$ cat config.mk
export PLATFORM = sky130hd
export DESIGN_NAME = dig_error_capture
export DESIGN_NICKNAME = d
export VERILOG_FILES = /design/src/rtl/dig_err_pkg.sv /design/src/rtl/dig_err_prio_enc.sv /design/src/rtl/dig_error_capture.sv
export SDC_FILE = /design/constraint.sdc
export NUM_CORES = 1
export LEC_CHECK = 0
export ABC_AREA = 1
export BUFFER_PORTS_ARGS = -buffer_cell sky130_fd_sc_hd__buf_2
export CAP_MARGIN = 20
export CORE_MARGIN = 4
export CORE_UTILIZATION = 50
export DETAILED_ROUTE_END_ITERATION = 6
export PLACE_DENSITY = 0.95
export SKIP_LAST_GASP = 1
export SLEW_MARGIN = 20
export SYNTH_ARGS = -nofsm -noshare
export SYNTH_HDL_FRONTEND = slang
export SYNTH_HIERARCHICAL = 1
export SYNTH_SLANG_ARGS = --single-unit
$ cat constraint.sdc
create_clock -name clk -period 1.64 [get_ports clk]
set_input_delay 0 -clock clk [delete_from_list [all_inputs] [get_ports clk]]
set_output_delay 0 -clock clk [all_outputs]
set_load 0.02 [all_outputs]
$ cat src/rtl/dig_err_pkg.sv
//------------------------------------------------------------------------------
// Module : dig_err_pkg
// Brief  : Shared constants and state type for the digit-error capture stage.
// Rev    : 1.0  initial release
//------------------------------------------------------------------------------
`default_nettype none

package dig_err_pkg;

    localparam int NDIG_DEF  = 20;
    localparam int CNT_W_DEF = 16;
    localparam int IDX_W_DEF = $clog2(NDIG_DEF);

    typedef enum logic [0:0] {
        CLEAN   = 1'b0,
        LATCHED = 1'b1
    } dig_err_state_t;

endpackage : dig_err_pkg

`default_nettype wire

$ cat src/rtl/dig_err_prio_enc.sv
//------------------------------------------------------------------------------
// Module : dig_err_prio_enc
// Brief  : Combinational lowest-set-bit encoder with an any-bit-set flag.
// Rev    : 1.0  initial release
//------------------------------------------------------------------------------
`default_nettype none

module dig_err_prio_enc
    import dig_err_pkg::*;
#(
    parameter int NDIG  = NDIG_DEF,
    parameter int IDX_W = $clog2(NDIG)
) (
    input  logic [NDIG-1:0]  flags,
    output logic [IDX_W-1:0] idx,
    output logic             any
);

    // Scan from the top down so the lowest set bit is the last one written.
    always_comb begin
        idx = '0;
        any = 1'b0;
        for (int i = NDIG - 1; i >= 0; i--) begin
            if (flags[i]) begin
                idx = IDX_W'(i);
                any = 1'b1;
            end
        end
    end

endmodule : dig_err_prio_enc

`default_nettype wire

$ cat src/rtl/dig_error_capture.sv
//------------------------------------------------------------------------------
// Module : dig_error_capture
// Brief  : Sticky capture of per-digit residue errors, first-index record,
//          error-event counter (built only with DIG_ERR_COUNT_EN) and irq.
// Rev    : 1.0  initial release
//------------------------------------------------------------------------------
`default_nettype none

module dig_error_capture
    import dig_err_pkg::*;
#(
    parameter int NDIG  = NDIG_DEF,
    parameter int CNT_W = CNT_W_DEF,
    parameter int IDX_W = $clog2(NDIG)
) (
    input  logic             clk,
    input  logic             reset,
    input  logic             err_valid,
    input  logic [NDIG-1:0]  err_flags,
    input  logic             clear,
    output logic [NDIG-1:0]  dig_error,
    output logic [IDX_W-1:0] first_idx,
    output logic             first_valid,
    output logic [CNT_W-1:0] err_count,
    output logic             irq
);

    dig_err_state_t   r_state;
    dig_err_state_t   w_state_nxt;
    logic [IDX_W-1:0] w_low_idx;
    logic             w_any;
    logic             w_event;
    logic             w_load_first;
    logic             w_accum;
    logic             w_zero;

    logic [NDIG-1:0]  r_dig_error;
    logic [IDX_W-1:0] r_first_idx;
    logic             r_first_valid;
    logic             r_irq;

    dig_err_prio_enc #(
        .NDIG  (NDIG),
        .IDX_W (IDX_W)
    ) u_prio_enc (
        .flags (err_flags),
        .idx   (w_low_idx),
        .any   (w_any)
    );

    assign w_event = err_valid & w_any;

    always_ff @(posedge clk) begin
        if (reset) begin
            r_state <= CLEAN;
        end else begin
            r_state <= w_state_nxt;
        end
    end

    // A clear coinciding with an event restarts capture from that event.
    always_comb begin
        w_state_nxt = r_state;
        if (clear) begin
            w_state_nxt = w_event ? LATCHED : CLEAN;
        end else begin
            unique case (r_state)
                CLEAN:   w_state_nxt = w_event ? LATCHED : CLEAN;
                LATCHED: w_state_nxt = LATCHED;
                default: w_state_nxt = CLEAN;
            endcase
        end
    end

    always_comb begin
        w_load_first = w_event & (clear | (r_state == CLEAN));
        w_accum      = w_event & ~clear & (r_state == LATCHED);
        w_zero       = clear & ~w_event;
    end

    always_ff @(posedge clk) begin
        if (reset || w_zero) begin
            r_dig_error   <= '0;
            r_first_idx   <= '0;
            r_first_valid <= 1'b0;
            r_irq         <= 1'b0;
        end else if (w_load_first) begin
            r_dig_error   <= err_flags;
            r_first_idx   <= w_low_idx;
            r_first_valid <= 1'b1;
            r_irq         <= 1'b1;
        end else if (w_accum) begin
            r_dig_error   <= r_dig_error | err_flags;
        end
    end

`ifdef DIG_ERR_COUNT_EN
    logic [CNT_W-1:0] r_err_count;

    always_ff @(posedge clk) begin
        if (reset) begin
            r_err_count <= '0;
        end else if (clear) begin
            r_err_count <= w_event ? CNT_W'(1) : '0;
        end else if (w_event && (r_err_count != '1)) begin
            r_err_count <= r_err_count + CNT_W'(1);
        end
    end

    assign err_count = r_err_count;
`else
    assign err_count = '0;
`endif

    assign dig_error   = r_dig_error;
    assign first_idx   = r_first_idx;
    assign first_valid = r_first_valid;
    assign irq         = r_irq;

endmodule : dig_error_capture

`default_nettype wire

# After elaboration in Yosys (flattened, before gate mapping)
# Index checks and enable logic that the tools add are counted.
[classes] n_mux=45 n_bitwise=10 n_reduce_logical=2
[ops] op="5-bit two-way mux" count=20
[ops] op="20-bit two-way mux" count=2
[ops] op="1-bit two-way mux" count=22
[ops] op="20-bit bitwise OR" count=1
[ops] op="1-bit AND" count=5
[ops] op="1-bit NOT" count=3
[ops] op="1-bit one-hot mux with 2 select lines" count=1
[ops] op="2-bit nonzero test" count=1
[ops] op="1-bit logical OR" count=1
[ops] op="1-bit bitwise OR" count=1
[totals] regBits=27 inputBits=24 output_inout_bits=43 elab_cells=61

# Depth between registers and ports, before layout
# Gate-level depths: netlist of the first run.
[logic_depth] depth_word=25 ltp_mapped=22 ltp_nobuf=22

# By module
# Netlist of the first run, hierarchy kept.
[by_module_without_submodules] mod="dig_error_capture" instances=1 cells_per_inst=142 area_each_um2=1207.4 seq_area_each_um2=540.5
[by_module_without_submodules] mod="dig_err_prio_enc" instances=1 cells_per_inst=64 area_each_um2=280.3 seq_area_each_um2=0.0

# Least setup slack after synthesis of the first run
# OpenSTA, ideal clock, no wires.
[synth_timing] path_type="input to register" startpoint="in err_flags[3]" endpoint="reg r_irq (netlist: irq)" setup_time_ps=115 t_arrival_ps=1011 required_ps=1525 path_slack_ps=514 path_stages=8 path_buffers=1 path_cell_list="nor4_1 inv_1 nor2_1 nand3_1 nand2_2 a21o_1 buf_6 nor2_1"
[synth_via] elab_chain_cells=8 word_cells_on_any_way=9 classes_between="4 x mux; 4 x bitwise; 1 x reduce/logical"
[synth_rtl] item="start: declaration" line="dig_error_capture.sv:19" rtl="input logic [NDIG-1:0] err_flags,"
[synth_rtl] item="1-bit two-way mux * (4 in a row)" line="dig_err_prio_enc.sv:24" rtl="if (flags[i]) begin"
[synth_rtl] item="named net w_any" line="dig_error_capture.sv:31" rtl="logic w_any;"
[synth_rtl] item="1-bit AND *" line="dig_error_capture.sv:51" rtl="assign w_event = err_valid & w_any;"
[synth_rtl] item="1-bit NOT" line="dig_error_capture.sv:78" rtl="w_zero = clear & ~w_event;"
[synth_rtl] item="1-bit AND" line="dig_error_capture.sv:78"
[synth_rtl] item="1-bit logical OR" line="dig_error_capture.sv:82" rtl="if (reset || w_zero) begin"
[synth_rtl] item="end signal: assignment" line="dig_error_capture.sv:86" rtl="r_irq <= 1'b0;"
[synth_rtl] item="end signal: assignment" line="dig_error_capture.sv:91" rtl="r_irq <= 1'b1;"
[synth_rtl] item="end: declaration" line="dig_error_capture.sv:40" rtl="logic r_irq;"
# Mark *: on every way through the listed nets, which the timed path passes. The rest lies on a longest branch.
# A chain may end at the register's enable or synchronous reset.

# Worst setup path in the final report of the first run
[layout_timing] startpoint="in err_flags[12]" endpoint="reg r_state"
[layout_via] elab_chain_cells=17
[layout_rtl] item="1-bit two-way mux * (13 in a row)" line="dig_err_prio_enc.sv:24"
[layout_rtl] item="named net w_any" line="dig_error_capture.sv:31"
[layout_rtl] item="1-bit AND *" line="dig_error_capture.sv:51"
[layout_rtl] item="1-bit two-way mux *" line="dig_error_capture.sv:65, dig_error_capture.sv:68"
[layout_rtl] item="1-bit one-hot mux with 2 select lines" line="dig_error_capture.sv:67" rtl="unique case (r_state)"
[layout_rtl] item="1-bit two-way mux *" line="dig_error_capture.sv:64" rtl="if (clear) begin"
[layout_rtl] item="end signal: assignment" line="dig_error_capture.sv:57" rtl="r_state <= w_state_nxt;"
[layout_rtl] item="end: declaration" line="dig_error_capture.sv:28" rtl="dig_err_state_t r_state;"
# Marks and branches as above.

==> results of run 1 <==
-- layer usage --
metal,global-route usage (%),up-vias,share of wire [%]
li1,-,740,-
met4,4.41,0,0.89
met3,6.83,6,8.8
met5,0,-,0
met1,24.0,666,41
met2,32.6,67,49
-- worst max-delay path, stage by stage --
cell and delay (ps):
dlygate4sd3_1 570, inv_2 100, nand3_4 100, nor2_4 130, nand3_1 90, nand2_2 130, a21oi_1 80, dlygate4sd3_1 550
-- sequential cells by signal, indices dropped and copies added (netlist names) --
register   cells
dig_error     20
first_idx      5
irq            1
r_state        1
-- timing repair --
item,4_1_cts,5_1_grt
hold endpoints to repair,26,0
gates resized for setup,0,6
buffers inserted,0,1
setup endpoints to repair,0,20
hold buffers,22,0
-- worst paths after layout --
| check | start | endpoint | slack [ps] | depth (start not counted) |
|---|---|---|---|---|
| max | err_flags[12] | r_state | 100 | 8 |
| min | clear | first_idx[3] | 30 | 4 |
| max reg2reg | r_state | r_state | 430 | 3 |
| min reg2reg | dig_error[4] | dig_error[4] | 470 | 2 |
-- metrics by stage --
stage                     utilization, %  worst slack [ps]  hold slack, ps  total power, W  std cells
after floorplan                        -               514            69.1        0.000979        221
after global placement              59.7               203             201         0.00103        282
after detailed placement            59.7              91.4             214         0.00104        282
after CTS                           68.6              27.5            31.7         0.00137        308
after global routing                69.2              21.0            42.1         0.00145        306
final                               69.2               103            34.4         0.00137        306
-- final cells by class --
| class | instances | area share, % |
|---|---|---|
| Clock buffer | 3 | 1.16 |
| Clock inverter | 1 | 0.258 |
| Inverter | 23 | 5.29 |
| Multi-Input combinational cell | 148 | 38.2 |
| Sequential cell | 27 | 27.9 |
| Tap cell | 31 | 2.00 |
| Timing Repair Buffer | 73 | 25.3 |
-- kinds of logic after synthesis --
group | after synthesis | share of synthesized area [%]
AOI/OAI and AO/OA | 27 | 14.6
buffers and inverters | 46 | 19.0
DFF | 27 | 36.3
other | 1 | 0.252
and+or+nand+nor | 105 | 29.9
-- cells in the mapped netlist --
cell       n  area share (%)
a211oi_1   1            0.50
a21o_1     1            0.50
a21oi_1    4             1.3
a21oi_2   20              12
a31oi_1    1            0.42
buf_4     21              11
buf_6      2             1.5
bufinv_8   1             1.2
conb_1     1            0.25
dfxtp_1   27              36
inv_1     17             4.3
inv_2      4             1.0
inv_4      1            0.42
nand2_1   68              17
nand2_2    1            0.42
nand2_4    2             1.5
nand3_1    4             1.3
nand3b_1   5             2.5
nor2_1    21             5.3
nor3_1     1            0.34
nor4_1     2            0.84
or2_1      1            0.42
-- power breakdown --
part / switching (W) / internal [W] / leakage, nW / total, W
Sequential: 0.0000169 / 0.000690 / 0.222 / 0.000707
Combinational: 0.000232 / 0.000140 / 0.762 / 0.000372
Clock: 0.000199 / 0.0000916 / 0.0177 / 0.000291
Total: 0.000448 / 0.000922 / 1.00 / 0.00137
==> impl_results.md, run 1 <==
* First-pass GRT wire length at 6.35 mm
* CTS tree: built
* Synthesized area at 1490 sq um
* CP max FO at 4
* H-Tree Depth at 1
* Synth cell types at 22
* Antenna violations before repair at 0
* Status: finished, final reports clean
* Placeable Area at 2810 sq um
* Total congestion overflow at 0
* Seq cells post-synth at 27
* CTS root buf: clkbuf_4
* Crit end category: register
* Max Freq at 651 MHz
* Clock buffer depth at 2
* RSZ-0062 raised after global routing: no
* Vias per cell at 4.83
* CTS clock-pin slew for the worst setup and hold paths at 150 ps
* Most frequent cells in the layout: nand2_1, buf_2, dfxtp_1
* Final hold vios at 0
* Part of the Yosys area used for sequential elements at 36.3%
* Residual DRC count at 0
* Yosys warning count at 6
* Post-route minimum period at 1540 ps
* CTS Sinks at 27
* Total CTS buffers at 3
* Number of max-cap violations at 0
* CP arrival at 1770 ps
* ANT nets after route at 0
* LEAKAGE at 1.00 nW
* Fillers at 224
* Final setup vio count at 0
* Fin area at 1940 sq um
* Clk Latency, worst-skew pair at 330 ps
* Vias at 1479
* Startpoint Class: input pin
* Die height at 62.5 um
* Commonest non-fill, non-tap cell in the layout: nand2_1
* Period utilization at 93.7%
* Layout Nets at 300
* Die span in x at 62.5 um
* Pre-Repair DR Iteration Count at 4
* Initial Util at 53.0%
* WL final at 3.80 mm
* IO Count at 67
* Pwr dens at 706 nW/um^2
* Placed Area at 1680 sq um
* Ant diodes at 0
* Drt wl/cell at 12.4 um
* Seq. cell area at 541 sq um
* Placer's final routability congestion estimate at 0.862
* Area grow syn2layout at 30.4%
* Worst Path Required at 1870 ps
* Die Area at 3910 sq um
* HPWL Detailed at 2.58 mm
* VDD IR-drop max at 0.000487 V
* Gr usage total at 19.5%
* Drt initial violations at 92
* Worst Hold Class: input pin to register
* Row cnt at 19
* PortBufs at 50
* Synth Area per Inst at 7.22 sq um
* Clk_skew at 7.54 ps
* Combined area of the multi-input logic cells at 741 sq um
* Post-Synthesis Cells at 206
* Setup_tns at 0 ps
* Crit path kind: input pin to register
* Number of global-route vias before repair at 1410
* Share of layout cells above drive strength 1 at 31.3%
* Max-slew violations at 0
* Largest net degree at the start of global routing at 22
Note: power is estimated with default switching activity, not from simulation.
==> run 2: changes to the inputs <==
==> constraint.sdc (replaced) <==
create_clock -name clk -period 1.64 [get_ports clk]
set_input_delay 0.164 -clock clk [delete_from_list [all_inputs] [get_ports clk]]
set_output_delay 0.164 -clock clk [all_outputs]
set_load 0.02 [all_outputs]
==> run 2 against run 1 <==
Compared with the run above:
- non-clock buffer count decreased by 17
- combinational power is 11% lower
- sequential share of layout area grew 3.2 points
- wire length decreased by 15%
- cell area down 10%
- critical path depth rose by 2
- register-to-register slack better by 210 ps
- maximum frequency is 20% higher
- clock skew is 5.9 ps lower
- largest cell class unchanged
- largest power group unchanged
==> impl_results.md, run 2 (synthesis results as in run 1) <==
* Status: finished, final reports clean
* Core Util, Final at 62.0%
* Setup WS post-layout at 358 ps
* R2r setup slk at 640 ps
* Cts repair resizes at 0
* Row cnt at 19
* Clock buffer depth at 2
* LEAKAGE at 0.913 nW
* CP arrival at 1570 ps
* ANT nets after route at 0
* Placer's final routability congestion estimate at 0.862
* CTS Sinks at 27
* Largest net degree at the start of global routing at 15
* CTS tree: built
* Ant diodes at 0
* Number of max-cap violations at 0
* Crit path kind: input pin to register
* Worst r2r src: r_state
* Drt initial violations at 57
* Pwr dens at 769 nW/um^2
* Antenna violations before repair at 0
* First-pass GRT wire length at 5.17 mm
* Total congestion overflow at 0
* Hold path depth at 3
* Most frequent cells in the layout: nand2_1, buf_2, dfxtp_1, nor2_1, a21oi_2
* Fillers at 260
* Residual DRC count at 0
* Post-CTS Setup Inserts at 0
* CP max FO at 11
* CTS clock-pin slew for the worst setup and hold paths at 140 ps
* Worst slack at placement at 7.02 ps
* Hold WS at 86.4 ps
* Drt wl/cell at 11.1 um
* Post-route minimum period at 1280 ps
* Worst Path Required at 1930 ps
* Share of layout cells above drive strength 1 at 33.7%
* Period utilization at 78.1%
* Die height at 62.5 um
* Commonest non-fill, non-tap cell in the layout: nand2_1
* Total CTS buffers at 3
* Max-slew violations at 0
* Final hold vios at 0
* WL final at 3.22 mm
* Die span in x at 62.5 um
* PortBufs at 50
* Final setup vio count at 0
* Startpoint Class: input pin
* Die Area at 3910 sq um
* HPWL Detailed at 2.54 mm
* Combined area of the multi-input logic cells at 721 sq um
* Largest register FFs at 20
* Area grow syn2layout at 16.9%
* Power Total at 0.00134 W
* Hold Path Origin: err_flags[13]
* Crit end category: register
* Pre-Repair DR Iteration Count at 4
* Worst Hold Class: input pin to register
* Clk Latency, worst-skew pair at 340 ps
* Gr usage total at 16.2%
* Initial Util at 53.0%
* Layout Nets at 283
* VDD IR-drop max at 0.000388 V
* H-Tree Depth at 1
* RR Endpoint: dig_error[7]
* Max Freq at 780 MHz
* CTS root buf: clkbuf_4
* Setup_tns at 0 ps
* Placeable Area at 2810 sq um
* RSZ-0062 raised after global routing: no
* IO Count at 67
* Number of global-route vias before repair at 1219
* Hold Path End: dig_error[13]
* Seq. cell area at 541 sq um
* Worst reg2reg path depth at 5
* Vias at 1359
* Vias per cell at 4.70
* Clk_skew at 1.67 ps
==> run 2: cell types whose count changed in the layout (fill, tap and decap cells not counted) <==
cell,previous run,this run
nor2_4,1,0
nand3_4,1,0
buf_12,0,1
clkinv_2,1,0
dlygate4sd3_1,20,1
dlymetal6s4s_1,2,0
nor2_1,20,21
nand3_1,3,4
buf_2,47,50
clkbuf_1,0,1
==> run 2: how the worst max path moves through the flow <==
stage / from / endpoint / slack (ps) / depth (start not counted)
5_1_grt: err_flags[3] / dig_error[13] / 220 / 11
2_1_floorplan: err_flags[3] / irq / 350 / 8
3_3_place_gp: err_flags[18] / dig_error[19] / 60 / 10
4_1_cts: err_flags[18] / dig_error[4] / 370 / 10
6_report: err_flags[18] / dig_error[7] / 360 / 10
3_5_place_dp: err_flags[18] / dig_error[7] / 7 / 10
==> run 2: critical path: stages <==
cell and delay, ps:
buf_2 120, or2_1 230, nor3_1 230, nand3_1 160, nand2_2 140, inv_4 50, nand2_4 140, buf_12 150
nand2_1 60, a21oi_2 110
==> run 2: report_power, final <==
group          internal (W)  leakage (nW)  switching (W)
clock             0.0000958        0.0150       0.000204
combinational      0.000114         0.676       0.000217
sequential         0.000690         0.222      0.0000164
==> run 2: area by class of cell <==
| type | count | share of cell area [%] |
|---|---|---|
| Inverter | 23 | 5.90 |
| Clock buffer | 4 | 1.51 |
| Sequential cell | 27 | 31.1 |
| Multi-Input combinational cell | 148 | 41.4 |
| Tap cell | 31 | 2.23 |
| Timing Repair Buffer | 56 | 17.8 |
==> run 2: routing by layer <==
metal  wire length (um)  part of all wire, %  GRT usage (%)  vias to the layer above
met3                220                  6.8           3.24                        5
met5                  0                    0              0                        -
met1               1510                   47           20.7                      598
met4                 59                  1.8           7.44                        0
li1                   -                    -              -                      706
met2               1430                   44           26.1                       50
==> run 2: what timing repair did <==
action                                  in CTS  in global routing
hold buffers                                 1                  0
endpoints found under the hold margin        1                  0
endpoints found under the setup margin       0                  0
==> run 2: through the flow <==
step           area [sq um]  cells
3_3_place_gp           1700    284
3_5_place_dp           1700    284
6_report               1740    289
4_1_cts                1740    289
2_1_floorplan          1540    221
5_1_grt                1740    289
